--- config.mk ---
export PLATFORM = sky130hd
export DESIGN_NAME = sw_debounce4_flat
export DESIGN_NICKNAME = d
export VERILOG_FILES = /design/src/rtl/sw_debounce4_pkg.sv /design/src/rtl/sw_debounce4_if.sv /design/src/rtl/sw_debounce4_debounce_ch.sv /design/src/rtl/sw_debounce4.sv /design/src/flat_wrapper.sv
export SDC_FILE = /design/constraint.sdc
export NUM_CORES = 1
export LEC_CHECK = 0
export ABC_CLOCK_PERIOD_IN_PS = 2400
export CELL_PAD_IN_SITES_DETAIL_PLACEMENT = 1
export CELL_PAD_IN_SITES_GLOBAL_PLACEMENT = 1
export CORE_MARGIN = 1
export CORE_UTILIZATION = 48
export CTS_BUF_LIST = sky130_fd_sc_hd__clkbuf_8 sky130_fd_sc_hd__clkbuf_16
export CTS_CLUSTER_DIAMETER = 120
export DETAILED_ROUTE_END_ITERATION = 8
export GPL_TIMING_DRIVEN = 0
export PLACE_DENSITY = 0.81
export SLEW_MARGIN = 25
export SYNTH_ARGS = -nofsm -noshare
export SYNTH_HDL_FRONTEND = slang
export SYNTH_SLANG_ARGS = --single-unit
--- constraint.sdc ---
create_clock -name clk -period 2.4 [get_ports clk]
set_clock_uncertainty 0.2 [all_clocks]
set_input_delay 0.72 -clock clk [delete_from_list [all_inputs] [get_ports clk]]
set_output_delay 0.72 -clock clk [all_outputs]
set_load 0.1 [all_outputs]
--- src/rtl/sw_debounce4_pkg.sv ---
// -----------------------------------------------------------------------------
// sw_pkg
//   Shared constants for the four-switch debounce stage: channel bit positions,
//   the board-clock default for the stability window, a short window for
//   simulation, and a range check for the window/counter-width pairing.
// -----------------------------------------------------------------------------
package sw_pkg;

  // Bit position of each switch inside the N_CH-wide vectors.
  localparam int CH_A = 3;
  localparam int CH_B = 2;
  localparam int CH_C = 1;
  localparam int CH_D = 0;

  localparam int N_CH_DEFAULT          = 4;
  localparam int CNT_W_DEFAULT         = 16;
  // About 1 ms of required stability on the 50 MHz board clock.
  localparam int STABLE_CYCLES_DEFAULT = 50000;
  // Short window so a bench can watch whole debounce cycles quickly.
  localparam int SIM_STABLE_CYCLES     = 4;

  // The terminal count STABLE_CYCLES-1 must be representable in CNT_W bits,
  // and a window of zero cycles is meaningless.
  function automatic bit stable_cycles_ok(input int stable_cycles, input int cnt_w);
    return (stable_cycles > 0) &&
           (longint'(stable_cycles) < (longint'(1) << cnt_w));
  endfunction

endpackage

--- src/rtl/sw_debounce4_if.sv ---
// -----------------------------------------------------------------------------
// sw_debounce4_if
//   Signal bundle between the switch pins and the debounce stage, and between
//   the debounce stage and the downstream LED logic.
//     sw_raw  : raw, asynchronous, bouncy switch levels (into the debouncer)
//     sw_out  : debounced levels
//     sw_rise : one-cycle pulse per channel on a debounced 0->1
//     sw_fall : one-cycle pulse per channel on a debounced 1->0
//     changed : one-cycle pulse whenever any channel changes
//   master = side that drives sw_raw and consumes the results.
//   slave  = the debounce stage itself.
// -----------------------------------------------------------------------------
interface sw_debounce4_if
  import sw_pkg::*;
#(
  parameter int N_CH = N_CH_DEFAULT
);
  logic [N_CH-1:0] sw_raw;
  logic [N_CH-1:0] sw_out;
  logic [N_CH-1:0] sw_rise;
  logic [N_CH-1:0] sw_fall;
  logic            changed;

  modport master (
    output sw_raw,
    input  sw_out, sw_rise, sw_fall, changed
  );

  modport slave (
    input  sw_raw,
    output sw_out, sw_rise, sw_fall, changed
  );
endinterface

--- src/rtl/sw_debounce4_debounce_ch.sv ---
// -----------------------------------------------------------------------------
// debounce_ch
//   One switch channel: two-flop synchroniser, stability counter, debounced
//   output flop and registered rise/fall pulses.
//   Ports:
//     clk, rst_n : clock, asynchronous active-low reset
//     raw        : raw switch level, asynchronous to clk
//     out        : debounced level
//     rise, fall : one-cycle pulses in the cycle 'out' changes
//   The output follows the synchronised input only after it has differed from
//   'out' for STABLE_CYCLES consecutive edges; any return to the current level
//   restarts the count from zero.
// -----------------------------------------------------------------------------
module debounce_ch #(
  parameter int   CNT_W         = 16,
  parameter int   STABLE_CYCLES = 50000,
  parameter logic RESET_BIT     = 1'b0
) (
  input  logic clk,
  input  logic rst_n,
  input  logic raw,
  output logic out,
  output logic rise,
  output logic fall
);

  localparam logic [CNT_W-1:0] CNT_TERM = CNT_W'(STABLE_CYCLES - 1);

  logic             sync1;
  logic             sync2;
  logic [CNT_W-1:0] cnt;

  // NOTE: every flop, the counter included, is in the async reset branch so
  // no state can come up X and a reset mid-count discards the partial count.
  always_ff @(posedge clk or negedge rst_n) begin
    if (!rst_n) begin
      sync1 <= RESET_BIT;
      sync2 <= RESET_BIT;
      out   <= RESET_BIT;
      cnt   <= '0;
      rise  <= 1'b0;
      fall  <= 1'b0;
    end else begin
      // NOTE: non-blocking assignments make sync2 take the old sync1, giving
      // two real flop stages; blocking here would collapse them into one.
      sync1 <= raw;
      sync2 <= sync1;
      rise  <= 1'b0;
      fall  <= 1'b0;

      if (sync2 == out) begin
        cnt <= '0;
      end else if (cnt == CNT_TERM) begin
        // Deviation has now lasted STABLE_CYCLES edges: accept it.
        out  <= sync2;
        cnt  <= '0;
        rise <= sync2;
        fall <= ~sync2;
      end else begin
        cnt <= cnt + 1'b1;
      end
    end
  end

endmodule

--- src/rtl/sw_debounce4.sv ---
// -----------------------------------------------------------------------------
// sw_debounce4
//   Input conditioning for the four lab switches (A=bit3 .. D=bit0). Each raw
//   switch is synchronised and debounced independently; the clean levels feed
//   the downstream sum-of-products LED stage.
//   Ports:
//     clk   : system clock, rising edge
//     rst_n : asynchronous active-low reset
//     bus   : sw_debounce4_if.slave (sw_raw in; sw_out, sw_rise, sw_fall,
//             changed out)
//   'changed' is the OR of registered pulses, so it is glitch-free and lines
//   up with the cycle in which sw_out changes.
// -----------------------------------------------------------------------------
module sw_debounce4
  import sw_pkg::*;
#(
  parameter int              N_CH          = N_CH_DEFAULT,
  parameter int              CNT_W         = CNT_W_DEFAULT,
  parameter int              STABLE_CYCLES = STABLE_CYCLES_DEFAULT,
  parameter logic [N_CH-1:0] RESET_VAL     = '0
) (
  input  logic         clk,
  input  logic         rst_n,
  sw_debounce4_if.slave bus
);

  if (!stable_cycles_ok(STABLE_CYCLES, CNT_W)) begin : g_bad_cfg
    $fatal(1, "sw_debounce4: STABLE_CYCLES=%0d out of range for CNT_W=%0d",
           STABLE_CYCLES, CNT_W);
  end

  logic [N_CH-1:0] out_v;
  logic [N_CH-1:0] rise_v;
  logic [N_CH-1:0] fall_v;

  for (genvar i = 0; i < N_CH; i++) begin : g_ch
    debounce_ch #(
      .CNT_W         (CNT_W),
      .STABLE_CYCLES (STABLE_CYCLES),
      .RESET_BIT     (RESET_VAL[i])
    ) u_ch (
      .clk   (clk),
      .rst_n (rst_n),
      .raw   (bus.sw_raw[i]),
      .out   (out_v[i]),
      .rise  (rise_v[i]),
      .fall  (fall_v[i])
    );
  end

  assign bus.sw_out  = out_v;
  assign bus.sw_rise = rise_v;
  assign bus.sw_fall = fall_v;
  assign bus.changed = |(rise_v | fall_v);

endmodule

--- src/flat_wrapper.sv ---
// flat-port wrapper written by rule: the top's interface ports become plain ports
module sw_debounce4_flat import sw_pkg::*;
#(
  parameter int              N_CH          = N_CH_DEFAULT,
  parameter int              CNT_W         = CNT_W_DEFAULT,
  parameter int              STABLE_CYCLES = STABLE_CYCLES_DEFAULT,
  parameter logic [N_CH-1:0] RESET_VAL     = '0
)
  (clk, rst_n, bus_sw_raw, bus_sw_out, bus_sw_rise, bus_sw_fall, bus_changed);
  sw_debounce4_if #(.N_CH(N_CH)) bus_i ();
  input  logic clk;
  input  logic rst_n;
  input wire logic [$bits(bus_i.sw_raw)-1:0] bus_sw_raw;
  output wire logic [$bits(bus_i.sw_out)-1:0] bus_sw_out;
  output wire logic [$bits(bus_i.sw_rise)-1:0] bus_sw_rise;
  output wire logic [$bits(bus_i.sw_fall)-1:0] bus_sw_fall;
  output wire logic [$bits(bus_i.changed)-1:0] bus_changed;
  assign bus_i.sw_raw = bus_sw_raw;
  assign bus_sw_out = bus_i.sw_out;
  assign bus_sw_rise = bus_i.sw_rise;
  assign bus_sw_fall = bus_i.sw_fall;
  assign bus_changed = bus_i.changed;
  sw_debounce4 #(.N_CH(N_CH), .CNT_W(CNT_W), .STABLE_CYCLES(STABLE_CYCLES), .RESET_VAL(RESET_VAL)) u_core (.clk(clk), .rst_n(rst_n), .bus(bus_i));
endmodule
==> run_results.csv, run 1 <==
group,metric,value,unit
clock_network,cts_max_level,3,
drt,detailroute.via_count,2756,
sta,worst_pin_slew,0.565,ns
logic_synthesis,syn_inst,370,
cells_and_area,nNetsFinal,410,
sta,layout_setup_ws,0.0661,ns
logic_synthesis,synth_top_cell_by_area,"dfrtp_1",
cells_and_area,syn2layout_area_growth,14.4,%
clock_network,cts_max_path_buffers,2,
clock_network,cts.clk_slew.worst_paths,0.09,ns
run,max_cap_viol_count,0,
floorplanning,die_h,92.1,µm
clock_network,cts_root_buf,"clkbuf_8",
critical_path,crit_required,1.48,ns
drt,drt-pass1-iter-count,4,
run_status,outcome,"complete, no violations",
placed_design,io_buffer_count,18,
grt,antenna_found_initial,0,
sta,setup_violations,0,
logic_synthesis,avgSynthCellArea,10.5,µm²
critical_path,cpPeakStageDelay,0.55,ns
critical_path,worstSetupPathType,"flop to primary output",
drt,antenna_left,0,
logic_synthesis,synthMuxAreaShare,1.35,%
clock_network,post-cts-setup-buffer-count,0,
sta,fmax,0.428,GHz
floorplanning,row_count,32,
floorplanning,floorplan.initialDensity,49.9,%
critical_path,crit_path_end_kind,"primary output",
clock_network,cts_made_buffers,9,
logic_synthesis,yosysTopAreaCellShare,53.9,%
cells_and_area,drive_above_1_share,14.8,%
grt,grt_max_degree,47,
logic_synthesis,synth_top_family_by_area,"simple AND/OR/NAND/NOR gates",
drt,drt_iter0_drc,103,
grt,grt_pass1_wl,14200,µm
critical_path,path_cells,"buf_4 > clkdlybuf4s15_2",
power_and_ir_drop,cellPowerDensity,605,mW/mm²
hold_path,hold_path_class,"input pin to async pin",
sta,period_needed,2.33,ns
sta,hold_violations,0,
logic_synthesis,ys_seq_area_share,53.9,%
placed_design,hpwl,5350,µm
grt,grt_pass1_vias,2939,
cells_and_area,num_antenna_cells,0,
clock_network,cts_tree,"built",
floorplanning,fp.dieW,92.1,µm
sta,rsz0062_at_grt,"no",
drt,drc_errors,0,
logic_synthesis,synth_cell_types,33,
logic_synthesis,yosys_warnings,0,
grt,grt_overflow,0,
drt,avgRoutedWirePerCell,15.9,µm
drt,vias_per_cell,5.44,
critical_path,slowest_stage,"clkdlybuf4s15_2",
sta,fin_crit_sh,97.2,%
logic_synthesis,synth_fa_ha_area_share,1.28,%
sta,final_max_slew_viol_count,0,
logic_synthesis,post_synth_and_or_nand_nor_area_fraction,25.0,%
logic_synthesis,synthXorXnorAreaFrac,13.0,%
logic_synthesis,synth_compound_area_share,1.12,%
clock_network,cts_resized,44,
sta,tns,0,ns
placed_design,dpl_worst_slack,-0.271,ns
sta,hold_ws,0.124,ns
clock_network,cts.sinks,84,
logic_synthesis,syn_area,0.00390,mm²
logic_synthesis,ys_ff_latch,84,
critical_path,crit_arrival,1.41,ns
logic_synthesis,synth_area_leaders,"dfrtp_1 (54%), xnor2_1 (11%), nor2_1 (7.0%), nor4_1 (2.7%), nand3_1 (2.7%)",
clock_network,clk_latency,0.36,ns
logic_synthesis,syn-num-nets,380,
critical_path,cp-start-kind,"flop",
power_and_ir_drop,ir_drop,0.000309,V
drt,wl,8070,µm
clock_network,postCtsHoldBufs,0,
floorplanning,core-area,0.00781,mm²
power_and_ir_drop,p_leak,1.84,nW
sta,relSlewSlack,62.0,%
critical_path,crit_path_max_fanout,2,
floorplanning,die_area,0.00848,mm²
grt,track_usage,21.2,%
floorplanning,pin_count,19,
placed_design,gp_congestion,0.802,
## synth_stat cells
master,n
xor2_1,9
o41ai_2,1
nor4_1,17
buf_4,13
and3_2,1
a31o_2,2
or4_4,2
nand3b_1,1
or3b_1,1
nand4bb_1,3
mux2_1,1
nand2_1,17
nand4_1,16
or4b_1,1
nand2_2,1
buf_2,1
nor3b_1,8
mux2_4,2
dfrtp_1,84
buf_6,2
or3_1,2
nor3_1,14
inv_1,11
a21oi_1,2
xnor2_1,49
or4_1,2
and3_1,4
nor2_1,73
nand3_1,21
mux2_2,1
nand2_4,2
ha_1,4
or4bb_1,2
## cells in the final DEF, fill, tap and decap left out, types with 2 or more instances in the layout
master | synthesis | final
clkinv_4 | 0 | 3
dfrtp_1 | 84 | 84
buf_2 | 1 | 5
nand3_1 | 21 | 21
ha_1 | 4 | 4
nand4bb_1 | 3 | 3
a31o_2 | 2 | 2
bufinv_16 | 0 | 2
clkbuf_8 | 0 | 9
or4_4 | 2 | 2
nor4_1 | 17 | 16
xnor2_1 | 49 | 49
mux2_4 | 2 | 2
nor2_1 | 73 | 73
or3_1 | 2 | 2
xor2_1 | 9 | 9
nor3_1 | 14 | 14
nand2_4 | 2 | 2
buf_6 | 2 | 2
clkdlybuf4s50_1 | 0 | 4
or4bb_1 | 2 | 2
buf_4 | 13 | 15
and3_1 | 4 | 4
nand2_1 | 17 | 17
nor3b_1 | 8 | 8
a21oi_1 | 2 | 2
inv_1 | 11 | 11
clkdlybuf4s15_2 | 0 | 8
nand4_1 | 16 | 16
or4_1 | 2 | 2
## power breakdown
group / leakage (nW) / switching [mW] / internal [mW] / total [mW]
Combinational: 0.578 / 0.0611 / 0.0367 / 0.0979
Clock: 0.114 / 0.545 / 0.593 / 1.14
Sequential: 1.15 / 0.0237 / 1.44 / 1.46
## metal layers
layer	vias to the layer above	track usage [%]	wire, µm
met5	-	0	0
met4	0	7.16	104
met3	9	3.90	248
met2	37	34.8	3890
met1	1392	28.2	3830
li1	1318	-	-
## worst max-delay path, delay by kind of cell, from the launching register on
family	cells	cell delay, ns
buffers and inverters	2	0.67
DFF	1	0.38
## sequential cells by signal, indices dropped and copies added (netlist names)
signal	count
u_core.g_ch.u_ch.out	4
u_core.g_ch.u_ch.fall	4
u_core.g_ch.u_ch.sync2	4
u_core.g_ch.u_ch.rise	4
u_core.g_ch.u_ch.cnt	64
u_core.g_ch.u_ch.sync1	4
## cells by family (layout without fill, tap and decap cells)
group,Yosys count,in the layout
and+or+nand+nor,188,188
DFF,84,84
xor gates and xnor gates,58,58
buffers and inverters,27,62
AOI/OAI and AO/OA,5,5
adders and majority gates,4,4
muxes,4,4
## final cells by class
type                            count  area, µm²
Tap cell                          102        128
Fill cell                         853       3350
Sequential cell                    84       2100
Clock inverter                      7        100
Inverter                           11       41.3
Clock buffer                        9        124
Multi-Input combinational cell    259       1650
Timing Repair Buffer               19        193
Buffer                             16        125
## worst paths after layout
check	from	end	slack, ns	depth (start not counted)
max	u_core.g_ch[3].u_ch.rise$_DFF_PN0_	bus_sw_rise[3]	0.07	2
min	rst_n	u_core.g_ch[2].u_ch.cnt[11]$_DFF_PN0_	0.12	1
max reg2reg	u_core.g_ch[2].u_ch.cnt[11]$_DFF_PN0_	u_core.g_ch[2].u_ch.cnt[13]$_DFF_PN0_	0.16	5
min reg2reg	u_core.g_ch[1].u_ch.sync1$_DFF_PN0_	u_core.g_ch[1].u_ch.sync2$_DFF_PN0_	0.14	0
max in group asynchronous	rst_n	u_core.g_ch[0].u_ch.cnt[13]$_DFF_PN0_	1.26	2
min in group clk	u_core.g_ch[1].u_ch.sync1$_DFF_PN0_	u_core.g_ch[1].u_ch.sync2$_DFF_PN0_	0.14	0
## through the flow
step / power, mW / utilization [%] / instance area (µm²) / instances
after detailed placement: 1.59 / 54.2 / 4230 / 491
after global routing: 2.79 / 57.1 / 4460 / 507
after CTS: 2.72 / 57.1 / 4460 / 507
after floorplan: 1.53 / - / 3900 / 370
final: 2.70 / 57.1 / 4460 / 507
after global placement: 1.58 / 53.8 / 4200 / 490
No activity file was read; power rests on OpenSTA's default activity.
==> inputs of run 2 (changes only) <==
--- a/config.mk
+++ b/config.mk
@@ -5,17 +5,19 @@
 export SDC_FILE = /design/constraint.sdc
 export NUM_CORES = 1
 export LEC_CHECK = 0
+export ABC_AREA = 1
 export ABC_CLOCK_PERIOD_IN_PS = 2400
 export CELL_PAD_IN_SITES_DETAIL_PLACEMENT = 1
 export CELL_PAD_IN_SITES_GLOBAL_PLACEMENT = 1
 export CORE_MARGIN = 1
-export CORE_UTILIZATION = 48
+export CORE_UTILIZATION = 46
 export CTS_BUF_LIST = sky130_fd_sc_hd__clkbuf_8 sky130_fd_sc_hd__clkbuf_16
-export CTS_CLUSTER_DIAMETER = 120
+export CTS_CLUSTER_DIAMETER = 50
 export DETAILED_ROUTE_END_ITERATION = 8
 export GPL_TIMING_DRIVEN = 0
 export PLACE_DENSITY = 0.81
 export SLEW_MARGIN = 25
 export SYNTH_ARGS = -nofsm -noshare
 export SYNTH_HDL_FRONTEND = slang
+export SYNTH_HIERARCHICAL = 1
 export SYNTH_SLANG_ARGS = --single-unit
==> run_results.csv, run 2 <==
group,metric,value,unit
run_status,outcome,"complete, no violations",
power_and_ir_drop,ir_drop,0.000268,V
logic_synthesis,synth-main-ff-cell,"dfrtp_1",
clock_network,cts_root_buf,"clkbuf_8",
drt,wl_met1,4840,µm
drt,drt-pass1-iter-count,4,
clock_network,postCtsHoldBufs,0,
critical_path,crit_path_end_kind,"primary output",
logic_synthesis,synth_cell_types,24,
floorplanning,die_h,101,µm
cells_and_area,nFillCells,1155,
sta,period_needed,2.30,ns
drt,highest_layer,"met4",
critical_path,worstSetupPathType,"flop to primary output",
cells_and_area,fin_area,0.00508,mm²
logic_synthesis,yosys_warnings,6,
grt,grt_pass1_wl,17800,µm
critical_path,cpPeakStageDelay,0.59,ns
drt,drt_iter0_drc,95,
grt,grt_overflow,0,
drt,wl_met3,189,µm
logic_synthesis,synth_top_cell_by_area,"dfrtp_1",
critical_path,critical_path.top_delay_family,"buffers and inverters",
drt,avgRoutedWirePerCell,14.6,µm
critical_path,crit_arrival,1.38,ns
sta,rsz0062_at_grt,"no",
logic_synthesis,syn_inst,535,
critical_path,crit_required,1.48,ns
cells_and_area,multi_input_comb_area,0.00210,mm²
cells_and_area,drive_above_1_share,20.9,%
clock_network,cts.sinks,84,
cells_and_area,nNetsFinal,575,
critical_path,path_cells,"clkdlybuf4s15_2",
cells_and_area,final_common_cell,"nor2_1",
clock_network,cts.clk_slew.worst_paths,0.09,ns
cells_and_area,syn2layout_area_growth,13.5,%
floorplanning,die_area,0.0101,mm²
sta,relSlewSlack,62.5,%
sta,final_max_slew_viol_count,0,
drt,antenna_left,0,
placed_design,io_buffer_count,18,
cells_and_area,num_antenna_cells,0,
grt,antenna_found_initial,0,
floorplanning,floorplan.initialDensity,48.0,%
clock_network,cts_max_path_buffers,2,
critical_path,slowest_stage,"clkdlybuf4s15_2",
logic_synthesis,synth_most_common_cell,"nor2_1",
placed_design,hpwl,7550,µm
logic_synthesis,synthTopCellsByCount,"nor2_1 (118), nand2_1 (93), dfrtp_1 (84)",
sta,hold_violations,0,
logic_synthesis,avgSynthCellArea,8.37,µm²
sta,setup_violations,0,
logic_synthesis,ys_ff_latch,84,
sta,tns,0,ns
sta,fin_crit_sh,95.7,%
grt,grt_max_degree,47,
logic_synthesis,ys_seq_area_share,47.0,%
floorplanning,row_count,35,
hold_path,hold_path_class,"input pin to async pin",
logic_synthesis,syn-num-nets,545,
logic_synthesis,synthArstFlopShare,100,%
drt,vias_per_cell,4.99,
cells_and_area,regMostFlops,"u_core/g_ch.u_ch/cnt",
drt,wl,10200,µm
critical_path,crit_buf_inv,1,
clock_network,clk_latency,0.36,ns
clock_network,post-cts-setup-buffer-count,0,
critical_path,cp-start-kind,"flop",
clock_network,cts_max_level,3,
logic_synthesis,synth-edff-count,0,
clock_network,cts_made_buffers,9,
cells_and_area,regArea,0.00211,mm²
logic_synthesis,yosysTopAreaCellShare,47.0,%
logic_synthesis,synth_area_leaders,"dfrtp_1 (47%), nor2_1 (9.9%), nand2_1 (7.8%), inv_1 (4.7%), nand3_1 (4.5%)",
power_and_ir_drop,cellPowerDensity,531,mW/mm²
sta,worst_pin_slew,0.566,ns
floorplanning,fp.dieW,101,µm
run,max_cap_viol_count,0,
floorplanning,pin_count,19,
clock_network,cts_tree,"built",
power_and_ir_drop,total_power,2.70,mW
drt,detailroute.via_count,3484,
drt,drc_errors,0,
placed_design,placed_area,0.00486,mm²
cells_and_area,layout_common_cells,"nor2_1 (118), nand2_1 (92), dfrtp_1 (76)",
grt,track_usage,22.7,%
critical_path,crit_path_max_fanout,4,
grt,grt_pass1_vias,3718,
power_and_ir_drop,p_leak,2.38,nW
floorplanning,core-area,0.00933,mm²
logic_synthesis,syn_area,0.00448,mm²
cells_and_area,largest_reg_flops,64,
drt,wl_met2,5040,µm
sta,fmax,0.435,GHz
placed_design,gp_congestion,0.838,
==> run 2: path summary, 6_finish.rpt <==
check | from | end | slack (ns) | cells after the start
max | u_core/g_ch[0].u_ch/out$_DFFE_PN0P_ | bus_sw_out[0] | 0.10 | 1
min | rst_n | u_core/g_ch[3].u_ch/cnt[14]$_DFF_PN0_ | 0.05 | 1
max reg2reg | u_core/g_ch[3].u_ch/cnt[0]$_DFF_PN0_ | u_core/g_ch[3].u_ch/cnt[0]$_DFF_PN0_ | 0.73 | 6
min reg2reg | u_core/g_ch[0].u_ch/sync1$_DFF_PN0_ | u_core/g_ch[0].u_ch/sync2$_DFF_PN0_ | 0.15 | 0
max in group asynchronous | rst_n | u_core/g_ch[1].u_ch/rise$_DFF_PN0_ | 1.37 | 2
min in group clk | u_core/g_ch[0].u_ch/sync1$_DFF_PN0_ | u_core/g_ch[0].u_ch/sync2$_DFF_PN0_ | 0.15 | 0
==> run 2: power by group <==
group	internal, mW	total (mW)	switching, mW
Combinational	0.0424	0.122	0.0799
Sequential	1.44	1.47	0.0290
Clock	0.582	1.11	0.528
Total	2.06	2.70	0.637
==> run 2: timing repair <==
| item | in CTS | in global routing |
|---|---|---|
| resized for setup | 39 | 2 |
| setup endpoints to repair | 13 | 1 |
| pin swaps | 0 | 0 |
==> run 2: area by class of cell <==
cell class                      count  area share, %
Sequential cell                    84           41.6
Multi-Input combinational cell    379           41.3
Inverter                           68           5.02
Timing Repair Buffer               19           4.31
Tap cell                          129           3.18
Clock buffer                        9           2.44
Clock inverter                      6           1.75
Buffer                              4          0.394
==> run 2: metal layers <==
metal	up-vias	GRT usage, %
met3	6	3.74
met4	0	6.47
met1	1728	29.8
met5	-	0
li1	1720	-
met2	30	38.7
==> run 2: through the flow <==
step	setup WS, ns	std cells	hold slack, ns	utilization (%)
finish	0.104	698	0.0548	54.5
global route	0.0477	698	0.0591	54.5
CTS	-0.0517	698	0.0656	54.5
global placement	-3.04	682	0.134	51.8
floorplan	0.250	535	0.131	-
detailed placement	-0.198	683	0.136	52.1
==> run 2: logic make-up (layout without fill, tap and decap cells) <==
family                     Yosys count  in the layout  synth area share (%)
and+or+nand+nor                    323            323                  36.5
xor gates and xnor gates            32             32                  6.26
buffers and inverters               72            106                  6.15
DFF                                 84             84                  47.0
adders and majority gates            4              4                  1.12
AOI/OAI and AO/OA                   20             20                  3.02
==> run 2: worst register-to-register path, cell delays in order (launching register included) <==
cell	delay, ns
dfrtp_1	0.45
ha_1	0.28
nand3_4	0.16
nor2_4	0.16
nand2_4	0.11
nand2_4	0.13
nor2_1	0.06
==> inputs of run 3 (changes only) <==
--- a/config.mk
+++ b/config.mk
@@ -9,12 +9,12 @@
 export ABC_CLOCK_PERIOD_IN_PS = 2400
 export CELL_PAD_IN_SITES_DETAIL_PLACEMENT = 1
 export CELL_PAD_IN_SITES_GLOBAL_PLACEMENT = 1
-export CORE_MARGIN = 1
+export CORE_MARGIN = 4
 export CORE_UTILIZATION = 46
 export CTS_BUF_LIST = sky130_fd_sc_hd__clkbuf_8 sky130_fd_sc_hd__clkbuf_16
 export CTS_CLUSTER_DIAMETER = 50
 export DETAILED_ROUTE_END_ITERATION = 8
-export GPL_TIMING_DRIVEN = 0
+export GPL_ROUTABILITY_DRIVEN = 0
 export PLACE_DENSITY = 0.81
 export SLEW_MARGIN = 25
 export SYNTH_ARGS = -nofsm -noshare
==> run_results.csv, run 3 (synthesized netlist as in run 2, its figures left out) <==
group,metric,value,unit
cells_and_area,syn2layout_area_growth,16.2,%
drt,avgRoutedWirePerCell,15.2,µm
drt,wl,10600,µm
sta,hold_violations,0,
clock_network,cts_made_buffers,9,
floorplanning,die_area,0.0114,mm²
cells_and_area,regMostFlops,"u_core/g_ch.u_ch/cnt",
power_and_ir_drop,cellPowerDensity,522,mW/mm²
clock_network,cts_tree,"built",
sta,tns,0,ns
floorplanning,row_count,35,
sta,worst_pin_slew,0.502,ns
placed_design,io_buffer_count,18,
cells_and_area,drive_above_1_share,20.6,%
critical_path,cp-start-kind,"flop",
cells_and_area,final_common_cell,"nor2_1",
cells_and_area,layout_common_cells,"nor2_1 (118), nand2_1 (92), dfrtp_1 (76)",
clock_network,cts_max_path_buffers,2,
critical_path,crit_arrival,1.28,ns
floorplanning,fp.dieW,107,µm
power_and_ir_drop,ir_drop,0.000317,V
power_and_ir_drop,total_power,2.72,mW
clock_network,cts.clk_slew.worst_paths,0.09,ns
floorplanning,core-area,0.00937,mm²
grt,grt_pass1_vias,3902,
cells_and_area,largest_reg_flops,64,
cells_and_area,num_antenna_cells,0,
sta,fin_crit_sh,91.7,%
sta,final_max_slew_viol_count,0,
clock_network,cts_resized,0,
sta,rsz0062_at_grt,"no",
drt,vias_per_cell,5.00,
cells_and_area,nFillCells,1155,
sta,relSlewSlack,66.6,%
critical_path,crit_required,1.48,ns
sta,fmax,0.455,GHz
placed_design,hpwl,8000,µm
clock_network,cts_root_buf,"clkbuf_8",
grt,grt_max_degree,37,
hold_path,hold_path_class,"input pin to async pin",
cells_and_area,nNetsFinal,572,
cells_and_area,post-route-util,55.5,%
sta,setup_violations,0,
critical_path,worstSetupPathType,"flop to primary output",
clock_network,cts_max_level,3,
clock_network,clk_latency,0.36,ns
power_and_ir_drop,p_leak,2.43,nW
drt,drc_errors,0,
drt,drt_iter0_drc,82,
critical_path,crit_path_end_kind,"primary output",
cells_and_area,fin_area,0.00520,mm²
grt,grt_overflow,0,
grt,grt_pass1_wl,18800,µm
grt,antenna_found_initial,0,
floorplanning,die_h,107,µm
run_status,outcome,"complete, no violations",
grt,track_usage,21.0,%
run,max_cap_viol_count,0,
critical_path,crit_path_max_fanout,2,
clock_network,postCtsHoldBufs,0,
floorplanning,floorplan.initialDensity,47.8,%
drt,detailroute.via_count,3478,
placed_design,placed_area,0.00498,mm²
sta,period_needed,2.20,ns
drt,antenna_left,0,
clock_network,post-cts-setup-buffer-count,0,
floorplanning,pin_count,19,
drt,drt-pass1-iter-count,4,
clock_network,cts.sinks,84,
[run 3: cell types whose count changed in the layout (fill, tap and decap cells not counted), moves of 2 or more]
cell             delta
buf_12             +15
buf_2               -5
clkdlybuf4s15_2    -12
clkinv_4            +2
clkinvlp_4          -2
[run 3: power breakdown]
| group | leakage (nW) | switching [mW] | total, mW | internal [mW] |
|---|---|---|---|---|
| sequential | 1.13 | 0.0274 | 1.46 | 1.44 |
| combinational | 1.19 | 0.0787 | 0.120 | 0.0410 |
| clock | 0.116 | 0.517 | 1.13 | 0.614 |
[run 3: area by class of cell]
cell class | instances | area, µm² | area share (%)
Tap cell | 129 | 161 | 3.10
Multi-Input combinational cell | 379 | 2100 | 40.4
Clock buffer | 10 | 138 | 2.65
Clock inverter | 6 | 87.6 | 1.68
Timing Repair Buffer | 20 | 348 | 6.69
Sequential cell | 84 | 2110 | 40.6
Inverter | 68 | 255 | 4.91
[run 3: stage by stage]
step           hold WS (ns)  instances  setup slack, ns
2_1_floorplan         0.131        535            0.250
3_3_place_gp          0.134        680            0.606
3_5_place_dp          0.140        680            0.566
4_1_cts               0.132        696            0.158
5_1_grt               0.141        696            0.135
6_report              0.130        696            0.200
[run 3: worst max-delay path, stage by stage (launching register included)]
cell     delay (ns)
dfrtp_2        0.43
inv_1          0.06
nand2_1        0.06
nor2_1         0.12
nand2_2        0.08
buf_12         0.17
[run 3: worst paths after layout]
| path | cells after the start | slack [ns] | endpoint | start |
|---|---|---|---|---|
| setup reg to reg | 5 | 0.78 | u_core/g_ch[2].u_ch/fall$_DFF_PN0_ | u_core/g_ch[2].u_ch/cnt[0]$_DFF_PN0_ |
| hold / removal | 1 | 0.13 | u_core/g_ch[0].u_ch/fall$_DFF_PN0_ | rst_n |
| hold reg to reg | 0 | 0.15 | u_core/g_ch[1].u_ch/sync2$_DFF_PN0_ | u_core/g_ch[1].u_ch/sync1$_DFF_PN0_ |
| max in group asynchronous | 2 | 1.37 | u_core/g_ch[1].u_ch/cnt[6]$_DFF_PN0_ | rst_n |
| min in group clk | 0 | 0.15 | u_core/g_ch[1].u_ch/sync2$_DFF_PN0_ | u_core/g_ch[1].u_ch/sync1$_DFF_PN0_ |
| setup / recovery | 5 | 0.20 | bus_changed | u_core/g_ch[1].u_ch/fall$_DFF_PN0_ |
[run 3: metal layers]
metal  GRT usage (%)  wire length, µm
met4            5.48              145
met2            36.6             5330
met5               0                0
met1            25.9             4730
met3            5.24              364
